File: src/rtl/fir_out_conditioner.sv
// rtl/fir_out_conditioner.sv - round/saturate, decimate and FIFO-buffer the FIR output stream
//
// Purpose: takes the signed FIR output, rounds half-up at a fixed binary point,
// saturates to OUT_W bits, keeps one sample in DECIM and buffers the survivors
// in a first-word-fall-through FIFO with a valid/ready output.
//
// Ports:
//   clk          rising-edge clock
//   reset        asynchronous, active-high reset
//   in_valid     in_data carries a sample this cycle (no backpressure)
//   in_data      signed IN_W-bit filter output
//   out_valid    out_data holds the FIFO head
//   out_ready    consumer takes out_data this cycle
//   out_data     signed OUT_W-bit conditioned sample
//   fifo_level   number of occupied FIFO entries
//   ovf_sticky   a saturation has occurred since the last clear
//   drop_sticky  a kept sample was discarded because the FIFO was full
//   clr_flags    synchronous clear of both sticky flags (a same-cycle set wins)

module fir_out_conditioner #(
  parameter int IN_W  = 32,
  parameter int OUT_W = 16,
  parameter int SHIFT = 15,
  parameter int DECIM = 2,
  parameter int DEPTH = 4
) (
  input  logic                     clk,
  input  logic                     reset,
  input  logic                     in_valid,
  input  logic [IN_W-1:0]          in_data,
  output logic                     out_valid,
  input  logic                     out_ready,
  output logic [OUT_W-1:0]         out_data,
  output logic [$clog2(DEPTH):0]   fifo_level,
  output logic                     ovf_sticky,
  output logic                     drop_sticky,
  input  logic                     clr_flags
);

  localparam int PTR_W  = $clog2(DEPTH);
  localparam int R_W    = IN_W + 1 - SHIFT;
  localparam int DCNT_W = (DECIM > 1) ? $clog2(DECIM) : 1;

  localparam logic signed [IN_W:0]    ROUND     = (IN_W+1)'(64'(1) << (SHIFT - 1));
  localparam logic signed [R_W-1:0]   SAT_MAX   = R_W'((2 ** (OUT_W - 1)) - 1);
  // Bitwise complement of 0..011..1 is 1..100..0, i.e. -2^(OUT_W-1).
  localparam logic signed [R_W-1:0]   SAT_MIN   = ~SAT_MAX;
  localparam logic [DCNT_W-1:0]       DCNT_LAST = DCNT_W'(DECIM - 1);
  localparam logic [DCNT_W-1:0]       DCNT_ONE  = DCNT_W'(1);
  localparam logic [PTR_W-1:0]        PTR_ONE   = PTR_W'(1);
  localparam logic [PTR_W:0]          LVL_ONE   = (PTR_W+1)'(1);
  localparam logic [PTR_W:0]          LVL_FULL  = (PTR_W+1)'(DEPTH);

  // ---------------------------------------------------------------------------
  // Stage 1: round half-up. One extra bit of headroom keeps the +2^(SHIFT-1)
  // from wrapping on the most positive input.
  // ---------------------------------------------------------------------------
  logic signed [IN_W:0]  rsum;
  logic signed [IN_W:0]  rsum_sh;
  logic                  s1_valid;
  logic signed [R_W-1:0] s1_r;

  assign rsum    = $signed({in_data[IN_W-1], in_data}) + ROUND;
  assign rsum_sh = rsum >>> SHIFT;

  always_ff @(posedge clk or posedge reset) begin
    if (reset) begin
      s1_valid <= 1'b0;
      s1_r     <= '0;
    end else begin
      s1_valid <= in_valid;
      s1_r     <= R_W'(rsum_sh);
    end
  end

  // ---------------------------------------------------------------------------
  // Stage 2: saturate and decimate
  // ---------------------------------------------------------------------------
  logic              clamp_hi;
  logic              clamp_lo;
  logic [OUT_W-1:0]  sat_val;
  logic              keep;
  logic              ovf_set;
  logic [DCNT_W-1:0] dcnt;
  logic              s2_keep;
  logic [OUT_W-1:0]  s2_data;

  always_comb begin
    clamp_hi = (s1_r > SAT_MAX);
    clamp_lo = (s1_r < SAT_MIN);
    sat_val  = s1_r[OUT_W-1:0];
    if (clamp_hi) begin
      sat_val = {1'b0, {(OUT_W-1){1'b1}}};
    end else if (clamp_lo) begin
      sat_val = {1'b1, {(OUT_W-1){1'b0}}};
    end
    keep    = s1_valid && (dcnt == '0);
    ovf_set = s1_valid && (clamp_hi || clamp_lo);
  end

  always_ff @(posedge clk or posedge reset) begin
    if (reset) begin
      dcnt    <= '0;
      s2_keep <= 1'b0;
      s2_data <= '0;
    end else begin
      if (s1_valid) begin
        dcnt <= (dcnt == DCNT_LAST) ? '0 : dcnt + DCNT_ONE;
      end
      s2_keep <= keep;
      s2_data <= sat_val;
    end
  end

  // ---------------------------------------------------------------------------
  // FIFO: fall-through head, write accepted when not full or when the head
  // leaves in the same cycle.
  // ---------------------------------------------------------------------------
  logic [OUT_W-1:0] mem [DEPTH];
  logic [PTR_W-1:0] wptr;
  logic [PTR_W-1:0] rptr;
  logic             rd;
  logic             wr;
  logic             drop_set;

  always_comb begin
    out_valid = (fifo_level != '0);
    rd        = out_valid && out_ready;
    wr        = s2_keep && ((fifo_level != LVL_FULL) || rd);
    drop_set  = s2_keep && !wr;
    out_data  = out_valid ? mem[rptr] : '0;
  end

  always_ff @(posedge clk) begin
    if (wr) begin
      mem[wptr] <= s2_data;
    end
  end

  always_ff @(posedge clk or posedge reset) begin
    if (reset) begin
      wptr       <= '0;
      rptr       <= '0;
      fifo_level <= '0;
    end else begin
      if (wr) begin
        wptr <= wptr + PTR_ONE;
      end
      if (rd) begin
        rptr <= rptr + PTR_ONE;
      end
      case ({wr, rd})
        2'b10:   fifo_level <= fifo_level + LVL_ONE;
        2'b01:   fifo_level <= fifo_level - LVL_ONE;
        default: fifo_level <= fifo_level;
      endcase
    end
  end

  // ---------------------------------------------------------------------------
  // Sticky status flags
  // ---------------------------------------------------------------------------
  always_ff @(posedge clk or posedge reset) begin
    if (reset) begin
      ovf_sticky  <= 1'b0;
      drop_sticky <= 1'b0;
    end else begin
      if (ovf_set) begin
        ovf_sticky <= 1'b1;
      end else if (clr_flags) begin
        ovf_sticky <= 1'b0;
      end
      if (drop_set) begin
        drop_sticky <= 1'b1;
      end else if (clr_flags) begin
        drop_sticky <= 1'b0;
      end
    end
  end

endmodule

File: config.mk
export PLATFORM = sky130hd
export DESIGN_NAME = fir_out_conditioner
export DESIGN_NICKNAME = d
export VERILOG_FILES = /design/src/rtl/fir_out_conditioner.sv
export SDC_FILE = /design/constraint.sdc
export NUM_CORES = 1
export LEC_CHECK = 0
export CORE_MARGIN = 2
export CORE_UTILIZATION = 40
export CTS_CLUSTER_SIZE = 12
export DETAILED_ROUTE_END_ITERATION = 16
export GPL_TIMING_DRIVEN = 0
export PLACE_DENSITY = 0.67
export SKIP_CTS_REPAIR_TIMING = 1
export SYNTH_ARGS = -nofsm -noshare
export SYNTH_HDL_FRONTEND = slang
export SYNTH_SLANG_ARGS = --single-unit
File: constraint.sdc
create_clock -name clk -period 5.16 [get_ports clk]
set_input_delay 0.516 -clock clk [delete_from_list [all_inputs] [get_ports clk]]
set_output_delay 0.516 -clock clk [all_outputs]
set_load 0.02 [all_outputs]
Word-level counts from Yosys, hierarchy flattened. Memory sizes are Yosys's and may differ from the RTL's. Cells that the tools add are included.

Memories kept: 1. Bits of input ports: 37. Flip-flop bits (word level): 46. RAM bits: 64.

Memories: mem (words 4, width 16, read ports 1, clocked after memory_dff 0, write ports 1, RTL line 119) `logic [OUT_W-1:0] mem [DEPTH];`.

Equal/unequal tests: 3. Muxes and demuxes: 10. Add/sub/neg operators: 6. Reductions and logical operators: 12. Bitwise logic cells: 1. Magnitude comparators: 2.

Operators with widths (count): 2-to-1 mux 16 bit (3); adder 32 x 16 -> 33 bit, second input constant (1); greater-than comparator 18 x 16 -> 1 bit, second input constant (1); less-than comparator 18 x 16 -> 1 bit, second input constant (1); 2-to-1 mux 1 bit (6); case mux 3 bit (2 select lines) (1); nonzero test 2 bit (3); logical AND 1 bit (5); adder 2 x 1 -> 2 bit, second input constant (2); adder 3 x 1 -> 3 bit, second input constant (1); inequality test 3 bit, second input constant (1); nonzero test 3 bit (1); subtractor 3 x 1 -> 3 bit, second input constant (1); == test 2 x 1 -> 1 bit, second input constant (1); == test 2 bit, second input constant (1); logical OR 1 bit (2); adder 1 bit, second input constant (1); zero test 1 bit (1); inverter 1 bit (1).

Longest topological paths before layout. Gate-level depths: netlist of run 1.

Depth in word-level cells: 7. Mapped depth: 10. Mapped depth without buffers: 9.

Worst setup path after synthesis of run 1. No wires, ideal clock.

Path type: register to register. Start: reg fifo_level[0]. End: reg fifo_level[2]. Cell stages (with the launch flop): 11. Data required time: 5080 ps. Clock period less this slack: 2170 ps. Setup time: 80 ps. Path slack: 2990 ps. Arrival time: 2090 ps. Cell sequence: dfrtp_1 nor4b_1 nor2b_1 clkbuf_1 inv_1 ha_1 inv_1 fa_1 xor2_1 nor2_1 xor2_1.

Longest elaborated chain between the ends: 6. Elaborated cells on any way between the ends: 11. Classes of those cells: 2 x add/sub; 3 x eq/ne; 1 x mux; 5 x reduce/logical.

RTL lines: from (decl) (RTL line 34) `output logic [$clog2(DEPTH):0] fifo_level,`; from (signal assigned) (RTL line 153) `2'b10: fifo_level <= fifo_level + LVL_ONE;`; from (signal assigned) (RTL line 154) `2'b01: fifo_level <= fifo_level - LVL_ONE;`; from (signal assigned) (RTL line 155) `default: fifo_level <= fifo_level;`; nonzero test 3 bit (RTL line 127) `out_valid = (fifo_level != '0);`; logical AND 1 bit (RTL line 128) `rd = out_valid && out_ready;`; logical OR 1 bit (RTL line 129) `wr = s2_keep && ((fifo_level != LVL_FULL) || rd);`; logical AND 1 bit (RTL line 129); == test 2 x 1 -> 1 bit / == test 2 bit (equally long branches) (RTL line 152) `case ({wr, rd})`; case mux 3 bit (2 select lines) / nonzero test 2 bit (equally long branches).

Several ways; a longest one is shown, not always the timed one. A chain may end at the register's enable or synchronous reset.

Worst setup path after layout of run 1.
Start: reg fifo_level[0]. End: out out_data[14].

Longest elaborated chain between the ends: 2.

RTL lines: nonzero test 3 bit (RTL line 127); 2-to-1 mux 16 bit (RTL line 131) `out_data = out_valid ? mem[rptr] : '0;`; to (decl) (RTL line 33) `output logic [OUT_W-1:0] out_data,`.

Every way passes these cells.

==> results of run 1 <==
## metrics by stage
step,util (%),hold WS (ns)
6_report,49.7,0.445
5_1_grt,49.7,0.483
4_1_cts,49.7,0.445
3_5_place_dp,47.0,0.435
3_3_place_gp,47.0,0.440
2_1_floorplan,-,0.422
## cell usage in the layout, fill, tap and decap left out, types with 11 or more instances in the layout
| cell | count |
|---|---|
| sky130_fd_sc_hd__edfxtp_1 | 64 |
| sky130_fd_sc_hd__nor2_1 | 52 |
| sky130_fd_sc_hd__dfrtp_1 | 46 |
| sky130_fd_sc_hd__clkdlybuf4s50_1 | 44 |
| sky130_fd_sc_hd__nand2_1 | 24 |
| sky130_fd_sc_hd__and2_1 | 20 |
| sky130_fd_sc_hd__a21oi_1 | 15 |
| sky130_fd_sc_hd__xor2_1 | 12 |
| sky130_fd_sc_hd__xnor2_1 | 11 |
| sky130_fd_sc_hd__clkbuf_1 | 11 |
## report_power, final
group          internal [uW]  total (uW)  switching (uW)  leakage, uW
registers               1080        1130            54.2      0.00113
clock network            377         676             299     0.000139
logic                    458         896             438     0.000799
total                   1910        2700             791      0.00207
## synth_stat cells
| cell type | number | area, sq um |
|---|---|---|
| sky130_fd_sc_hd__clkbuf_1 | 11 | 41.3 |
| sky130_fd_sc_hd__and2_4 | 1 | 8.76 |
| sky130_fd_sc_hd__buf_2 | 4 | 20.0 |
| sky130_fd_sc_hd__dfrtp_1 | 46 | 1150 |
| sky130_fd_sc_hd__mux4_1 | 8 | 210 |
| sky130_fd_sc_hd__or3_1 | 2 | 12.5 |
| sky130_fd_sc_hd__edfxtp_1 | 64 | 1920 |
| sky130_fd_sc_hd__nor2b_1 | 2 | 12.5 |
| sky130_fd_sc_hd__fa_1 | 1 | 20.0 |
| sky130_fd_sc_hd__and3_1 | 3 | 18.8 |
| sky130_fd_sc_hd__mux2i_1 | 1 | 10.0 |
| sky130_fd_sc_hd__and2_1 | 20 | 125 |
| sky130_fd_sc_hd__and4_1 | 1 | 8.76 |
| sky130_fd_sc_hd__nand4_1 | 4 | 25.0 |
| sky130_fd_sc_hd__a21oi_1 | 15 | 75.1 |
| sky130_fd_sc_hd__nor4b_1 | 1 | 8.76 |
| sky130_fd_sc_hd__o21ai_0 | 3 | 15.0 |
| sky130_fd_sc_hd__xor2_1 | 12 | 105 |
| sky130_fd_sc_hd__xnor2_1 | 11 | 96.3 |
| sky130_fd_sc_hd__buf_12 | 1 | 20.0 |
| sky130_fd_sc_hd__o21a_1 | 1 | 7.51 |
| sky130_fd_sc_hd__nand3_1 | 6 | 30.0 |
| sky130_fd_sc_hd__mux4_2 | 8 | 180 |
| sky130_fd_sc_hd__buf_6 | 1 | 11.3 |
| sky130_fd_sc_hd__ha_1 | 6 | 75.1 |
| sky130_fd_sc_hd__nand2_1 | 24 | 90.1 |
| sky130_fd_sc_hd__nor2_1 | 52 | 195 |
| sky130_fd_sc_hd__and4_2 | 1 | 10.0 |
| sky130_fd_sc_hd__inv_1 | 10 | 37.5 |
## worst max-delay path by stage
stage,to,slack (ns),depth (start not counted)
floorplan,fifo_level[2],2.99,10
global placement,fifo_level[2],2.33,11
detailed placement,fifo_level[2],2.29,11
CTS,out_data[14],2.34,5
global route,out_data[14],2.25,5
finish,out_data[14],2.39,5
## critical path: stages (launching register included)
cell	delay, ns
sky130_fd_sc_hd__dfrtp_1	0.43
sky130_fd_sc_hd__or3_1	0.35
sky130_fd_sc_hd__buf_2	0.19
sky130_fd_sc_hd__clkbuf_1	0.21
sky130_fd_sc_hd__and2_1	0.19
sky130_fd_sc_hd__clkdlybuf4s50_1	0.54
## layer usage
metal	GRT usage, %	vias up	wire [um]
li1	-	1231	-
met1	15.1	1164	3270
met2	21.6	55	3660
met3	3.46	4	268
met4	5.25	0	64
met5	0	-	0
## kinds of logic after synthesis
group | Yosys count
AOI/OAI and AO/OA | 19
xor gates and xnor gates | 23
adders and majority gates | 7
buffers and inverters | 27
DFF | 110
muxes | 17
and+or+nand+nor | 117
## layout make-up
type / count / area share [%]
clock inverters: 7 / 1.38
repair buffers: 44 / 8.07
flip-flops and latches: 110 / 56.3
inverters: 10 / 0.688
well taps: 140 / 3.21
plain buffers: 17 / 1.70
clock buffers: 9 / 4.13
multi-input cells: 183 / 24.5
## sequential cells by signal, summed over array words and instances, names as in the netlist
register,count
ovf_sticky,1
s1_r,18
s1_valid,1
wptr,2
s2_keep,1
fifo_level,3
s2_data,16
rptr,2
drop_sticky,1
dcnt,1
mem,64
==> flow_summary.rst, run 1 <==
.. list-table::
   :header-rows: 1

   * - Metric
     - Value
   * - Total area of sequential cells
     - approximately 0.0031 sq mm
   * - Latest clock arrival within the worst-skew pair
     - about 0.34 ns
   * - CTS sink count
     - 110
   * - Portion of the post-synthesis area used by sequential elements
     - around 68%
   * - Post-synthesis compound-gate area fraction
     - approximately 2.1%
   * - Critical Path Source
     - fifo_level[0]
   * - Final Max Slew Viols
     - 0
   * - Leakage power
     - just over 0.002 uW
   * - Die X-Extent
     - 111 um
   * - Fraction of final layout cells sized beyond drive strength 1
     - 8.42%
   * - Fin cells
     - 520
   * - Peak fanout along the critical path
     - 10
   * - Final number of hold-violating endpoints
     - 0
   * - Arr. time, crit path
     - 2.25 ns
   * - Placed Instances
     - about 500
   * - Starting Density
     - 41.4%
   * - Post-detailed-placement half-perimeter wirelength
     - approximately 4900 um
   * - Count of buffers inserted at the top-level ports
     - 44
   * - Final setup skew
     - 0.00849 ns
   * - Endpoint with the worst hold slack
     - s2_keep
   * - Residual DRC
     - 0
   * - Result of the run
     - finished, final reports clean
   * - Top-level port count
     - 59
   * - Die area
     - between 0.01 and 0.015 sq mm
   * - Worst Min Path Start
     - dcnt
   * - Ratio of routed vias to standard cells
     - 4.72
   * - Height of the chip
     - about 110 um
   * - Worst IR Drop VDD
     - 0.284 mV
   * - F_max
     - 361 MHz
   * - Tightest Hold Check Type
     - reg -> reg
   * - Average instance area after synthesis
     - roughly 14 sq um
   * - Aggregate routed wire length
     - a little over 7000 um
   * - Setup-violating endpoint count in the final report
     - 0
   * - YS warnings
     - 0
   * - Area inside the core boundary
     - 0.0110 sq mm
   * - Xor and xnor area share after synthesis
     - about 4.4%
   * - Minimum clock period
     - 2.77 ns
   * - H-tree depth reported by CTS
     - 3
   * - DRT antenna net count
     - 0
   * - Critical Path End Type
     - output port
   * - Drt pass-1 iters
     - 4
   * - Combined area of the multi-input logic cells
     - 0.00134 sq mm
   * - Non-Filler Cell Area, Final
     - 0.00546 sq mm
   * - Number of antenna diodes
     - 0
   * - Number of DRC violations after detailed-routing iteration 0
     - 144
   * - RSZ-0062 raised after global routing
     - no
   * - Area growth, synth to finish
     - 20.2%
   * - Antenna violations before repair
     - 0
   * - Number of max-capacitance violations reported
     - 0
   * - Number of standard cells after synthesis
     - 320
   * - Worst reg2reg endpoint
     - fifo_level[2]
   * - Routability cong.
     - 0.756
   * - Seq cells post-synth
     - 110
   * - Synthesized net count
     - around 360
   * - Total Neg Setup Slack
     - 0 ns
   * - # rows
     - 38
   * - Reg2reg start
     - fifo_level[0]
   * - Period Utilization, post-route
     - 53.7%
   * - Total routing resource utilization after global routing
     - 12.6%
   * - Power per Cell Area
     - between 400 and 500 mW/mm^2
   * - Number of cells on the worst hold path
     - 1
   * - Worst-case clock buffer depth
     - 2
   * - Placed cell area
     - around 0.0052 sq mm
   * - Worst slew pin tran
     - 0.913 ns
   * - Fillers
     - between 900 and 1000
   * - Vias in the first global route
     - 2476
   * - Clock Pin Slew Worst Setup and Hold Paths
     - ~0.07 ns
   * - Wire length per cell after detailed routing
     - 14.0 um
   * - Multiplexer fraction of the synthesized cell area
     - 8.81%
   * - WP data required
     - 4.64 ns
   * - Main combinational cell family by area after synthesis
     - simple AND/OR/NAND/NOR gates
   * - Total clock buffers created by CTS
     - 9
   * - Root Buffer Master
     - sky130_fd_sc_hd__clkbuf_16
   * - Setup Slack @ Placement
     - around 2.3 ns
   * - Vias after detailed routing
     - 2454
   * - Register-to-Register Path Depth
     - 10
   * - Overall power
     - 2700 uW
   * - CTS tree
     - yes
   * - Maximum number of pins on one net before global-route repair
     - 47
   * - Simple-Gate Fraction of Synth Area
     - 12.0%
   * - Count of unique library cells instantiated by Yosys
     - 29
   * - Share of synthesized cell area in full adder, half adder and majority cells
     - around 2.1%
   * - Critical Path Source Type
     - flop
   * - Mapped Area
     - 0.00454 sq mm
   * - Minimum setup slack among reg-to-reg paths
     - around 2.8 ns
   * - Setup slack of the critical path after layout
     - ~2.4 ns
   * - Type of the setup path with the least slack
     - reg -> out
   * - Wire length of the first global-routing pass
     - 11900 um
   * - Fin nets
     - ~420
   * - Final global-route overflow total
     - 0
   * - Tightest slew margin relative to the limit
     - 39.1%
No activity file was read; power rests on OpenSTA's default activity.
==> run 2: changes to the inputs <==
==> constraint.sdc (replaced) <==
create_clock -name clk -period 2.69 [get_ports clk]
set_input_delay 0.269 -clock clk [delete_from_list [all_inputs] [get_ports clk]]
set_output_delay 0.269 -clock clk [all_outputs]
set_load 0.02 [all_outputs]
==> results of run 2 <==
The final DEF is identical to that of run 1. Status: finished, final reports clean.
Among the figures that moved: setup slack after placement 2.29 ns -> 0.0639 ns; setup slack after layout 2.39 ns -> 0.168 ns; hold slack 0.445 ns -> 0.370 ns; register-to-register setup slack 2.78 ns -> 0.31 ns; end point of the worst hold path s2_keep -> s1_valid; total power 2700 uW -> 5180 uW; worst IR drop on VDD 0.284 mV -> 0.546 mV
==> run 3: changes to the inputs <==
--- a/config.mk
+++ b/config.mk
@@ -10,7 +10,8 @@
 export CTS_CLUSTER_SIZE = 12
 export DETAILED_ROUTE_END_ITERATION = 16
 export GPL_TIMING_DRIVEN = 0
-export PLACE_DENSITY = 0.67
+export PLACE_DENSITY = 0.69
+export REMOVE_ABC_BUFFERS = 1
 export SKIP_CTS_REPAIR_TIMING = 1
 export SYNTH_ARGS = -nofsm -noshare
 export SYNTH_HDL_FRONTEND = slang
==> constraint.sdc (replaced) <==
create_clock -name clk -period 2.15 [get_ports clk]
set_input_delay 0.215 -clock clk [delete_from_list [all_inputs] [get_ports clk]]
set_output_delay 0.215 -clock clk [all_outputs]
set_load 0.02 [all_outputs]
==> flow_summary.rst, run 3 (synthesized netlist as in run 1, its figures left out) <==
.. list-table::
   :header-rows: 1

   * - Metric
     - Value
   * - Minimum setup slack among reg-to-reg paths
     - 0.11 ns
   * - # rows
     - 38 (unchanged)
   * - Routability cong.
     - 0.749 (-0.97%)
   * - Overall power
     - 6380 uW
   * - Die X-Extent
     - 111 um (unchanged)
   * - Drt pass-1 iters
     - 4 (unchanged)
   * - Vias in the first global route
     - 2367 (-4.4%)
   * - Tightest Hold Check Type
     - in -> async
   * - Total clock buffers created by CTS
     - 9 (unchanged)
   * - Worst slew pin tran
     - 0.897 ns (-0.0157 ns)
   * - Worst reg2reg endpoint
     - fifo_level[2]
   * - WP data required
     - 1.93 ns
   * - Largest registers ranked by flip-flop count
     - mem x64, s1_r x18, s2_data x16
   * - CTS sink count
     - 110 (unchanged)
   * - Die area
     - 0.0122 sq mm (unchanged)
   * - Wire length per cell after detailed routing
     - 13.9 um (-0.19%)
   * - Number of antenna diodes
     - 0 (unchanged)
   * - Final setup skew
     - 0.00908 ns (+0.000582 ns)
   * - Final number of hold-violating endpoints
     - 0 (unchanged)
   * - Height of the chip
     - 111 um (unchanged)
   * - Aggregate routed wire length
     - 7100 um (-2.3%)
   * - Critical Path Source
     - rptr[0]
   * - Critical Path End Type
     - output port
   * - Final Core Density
     - 50.0% (+0.30 points)
   * - Reg with most FFs
     - mem
   * - Worst IR Drop VDD
     - 0.499 mV
   * - Reg2reg start
     - fifo_level[0]
   * - CTS tree
     - yes
   * - Area growth, synth to finish
     - 20.9%
   * - F_max
     - 483 MHz
   * - Largest register FFs
     - 64 (unchanged)
   * - Register-to-Register Path Depth
     - 8 (-2)
   * - Fraction of final layout cells sized beyond drive strength 1
     - 10.6% (+2.1 points)
   * - Top-level port count
     - 59 (unchanged)
   * - Commonest cells after routing, fill and taps aside
     - sky130_fd_sc_hd__edfxtp_1, sky130_fd_sc_hd__nor2_1, sky130_fd_sc_hd__dfrtp_1, sky130_fd_sc_hd__clkdlybuf4s50_1, sky130_fd_sc_hd__nand2_1
   * - Result of the run
     - finished, final reports clean
   * - Worst-case clock buffer depth
     - 2 (unchanged)
   * - Leakage power
     - 0.00222 uW (+7.4%)
   * - Final Max Slew Viols
     - 0 (unchanged)
   * - Number of DRC violations after detailed-routing iteration 0
     - 109 (-24%)
   * - WHS
     - 0.0537 ns
   * - Fin nets
     - 408 (-2.6%)
   * - Antenna violations before repair
     - 0 (unchanged)
   * - Number of max-capacitance violations reported
     - 0 (unchanged)
   * - Residual DRC
     - 0 (unchanged)
   * - Power per Cell Area
     - 1160 mW/mm^2
   * - Vias after detailed routing
     - 2456 (+0.081%)
   * - H-tree depth reported by CTS
     - 3 (unchanged)
   * - Arr. time, crit path
     - 1.86 ns (-0.39 ns)
   * - Minimum clock period
     - 2.07 ns
   * - Placed cell area
     - 0.00509 sq mm (-1.4%)
   * - Type of the setup path with the least slack
     - reg -> out
   * - Wire length of the first global-routing pass
     - 11200 um (-6.1%)
   * - Peak fanout along the critical path
     - 9 (-1)
   * - Latest clock arrival within the worst-skew pair
     - 0.33 ns (about the same)
   * - Commonest non-fill, non-tap cell in the layout
     - sky130_fd_sc_hd__edfxtp_1
   * - Maximum number of pins on one net before global-route repair
     - 46 (-2.1%)
   * - Starting Density
     - 41.4% (unchanged)
   * - RSZ-0062 raised after global routing
     - no
   * - Non-Filler Cell Area, Final
     - 0.00549 sq mm (+0.60%)
   * - Clock Pin Slew Worst Setup and Hold Paths
     - 0.07 ns (about the same)
   * - Final global-route overflow total
     - 0 (unchanged)
   * - Area inside the core boundary
     - 0.0110 sq mm (unchanged)
   * - Count of buffers inserted at the top-level ports
     - 44 (unchanged)
   * - Worst Setup EP
     - out_data[5]
   * - Ratio of routed vias to standard cells
     - 4.83 (+2.2%)
   * - DRT antenna net count
     - 0 (unchanged)
   * - Root Buffer Master
     - sky130_fd_sc_hd__clkbuf_16
   * - Total routing resource utilization after global routing
     - 11.4% (-1.2 points)
   * - Setup-violating endpoint count in the final report
     - 0 (unchanged)
   * - Period Utilization, post-route
     - 96.4%
   * - Tightest slew margin relative to the limit
     - 40.2% (+1.1 points)
   * - Post-detailed-placement half-perimeter wirelength
     - 4460 um (-9.7%)
   * - Placed Instances
     - 488 (-3.2%)
   * - Fin cells
     - 509 (-2.1%)
   * - Critical Path Source Type
     - flop
[run 3: metal layers]
| metal | GRT usage, % | wire length (um) | vias to the layer above |
|---|---|---|---|
| met5 | 0 | 0 | - |
| met4 | 4.50 | 108 | 0 |
| met3 | 1.92 | 252 | 10 |
| met2 | 19.5 | 3560 | 57 |
| met1 | 14.7 | 3180 | 1177 |
| li1 | - | - | 1212 |
[run 3: per-stage QoR]
step / setup TNS, ns / setup WS (ns)
after global routing: 0 / 0.0160
after CTS: -14.24 / -0.885
after global placement: -19.46 / -0.510
after detailed placement: -20.98 / -0.506
after floorplan: -0.0613 / -0.0477
final: 0 / 0.0783
[run 3: layout make-up]
cell class,count,area (sq um)
Clock buffer,13,250
Clock inverter,3,21.3
Fill cell,913,5490
Inverter,10,37.5
Multi-Input combinational cell,184,1380
Sequential cell,110,3080
Tap cell,140,175
Timing Repair Buffer,49,547
[run 3: worst min path at each step]
| stage | start | to | slack [ns] | cells past startpoint |
|---|---|---|---|---|
| 5_1_grt | reset | ovf_sticky | 0.07 | 2 |
| 3_5_place_dp | reset | ovf_sticky | 0.40 | 2 |
| 4_1_cts | reset | ovf_sticky | 0.05 | 2 |
| 6_report | reset | ovf_sticky | 0.05 | 2 |
| 3_3_place_gp | dcnt | s2_keep | 0.44 | 1 |
| 2_1_floorplan | in_valid | s1_valid | 0.25 | 0 |
[run 3: critical path, cell delays in order, from the launching register on]
cell	delay [ns]
sky130_fd_sc_hd__dfrtp_4	0.43
sky130_fd_sc_hd__buf_12	0.14
sky130_fd_sc_hd__mux4_1	0.57
sky130_fd_sc_hd__and2_1	0.17
sky130_fd_sc_hd__dlymetal6s2s_1	0.20
[run 3: power breakdown]
group	switching, uW	internal, uW
logic	973	1080
registers	255	2590
clock network	653	818
total	1880	4500
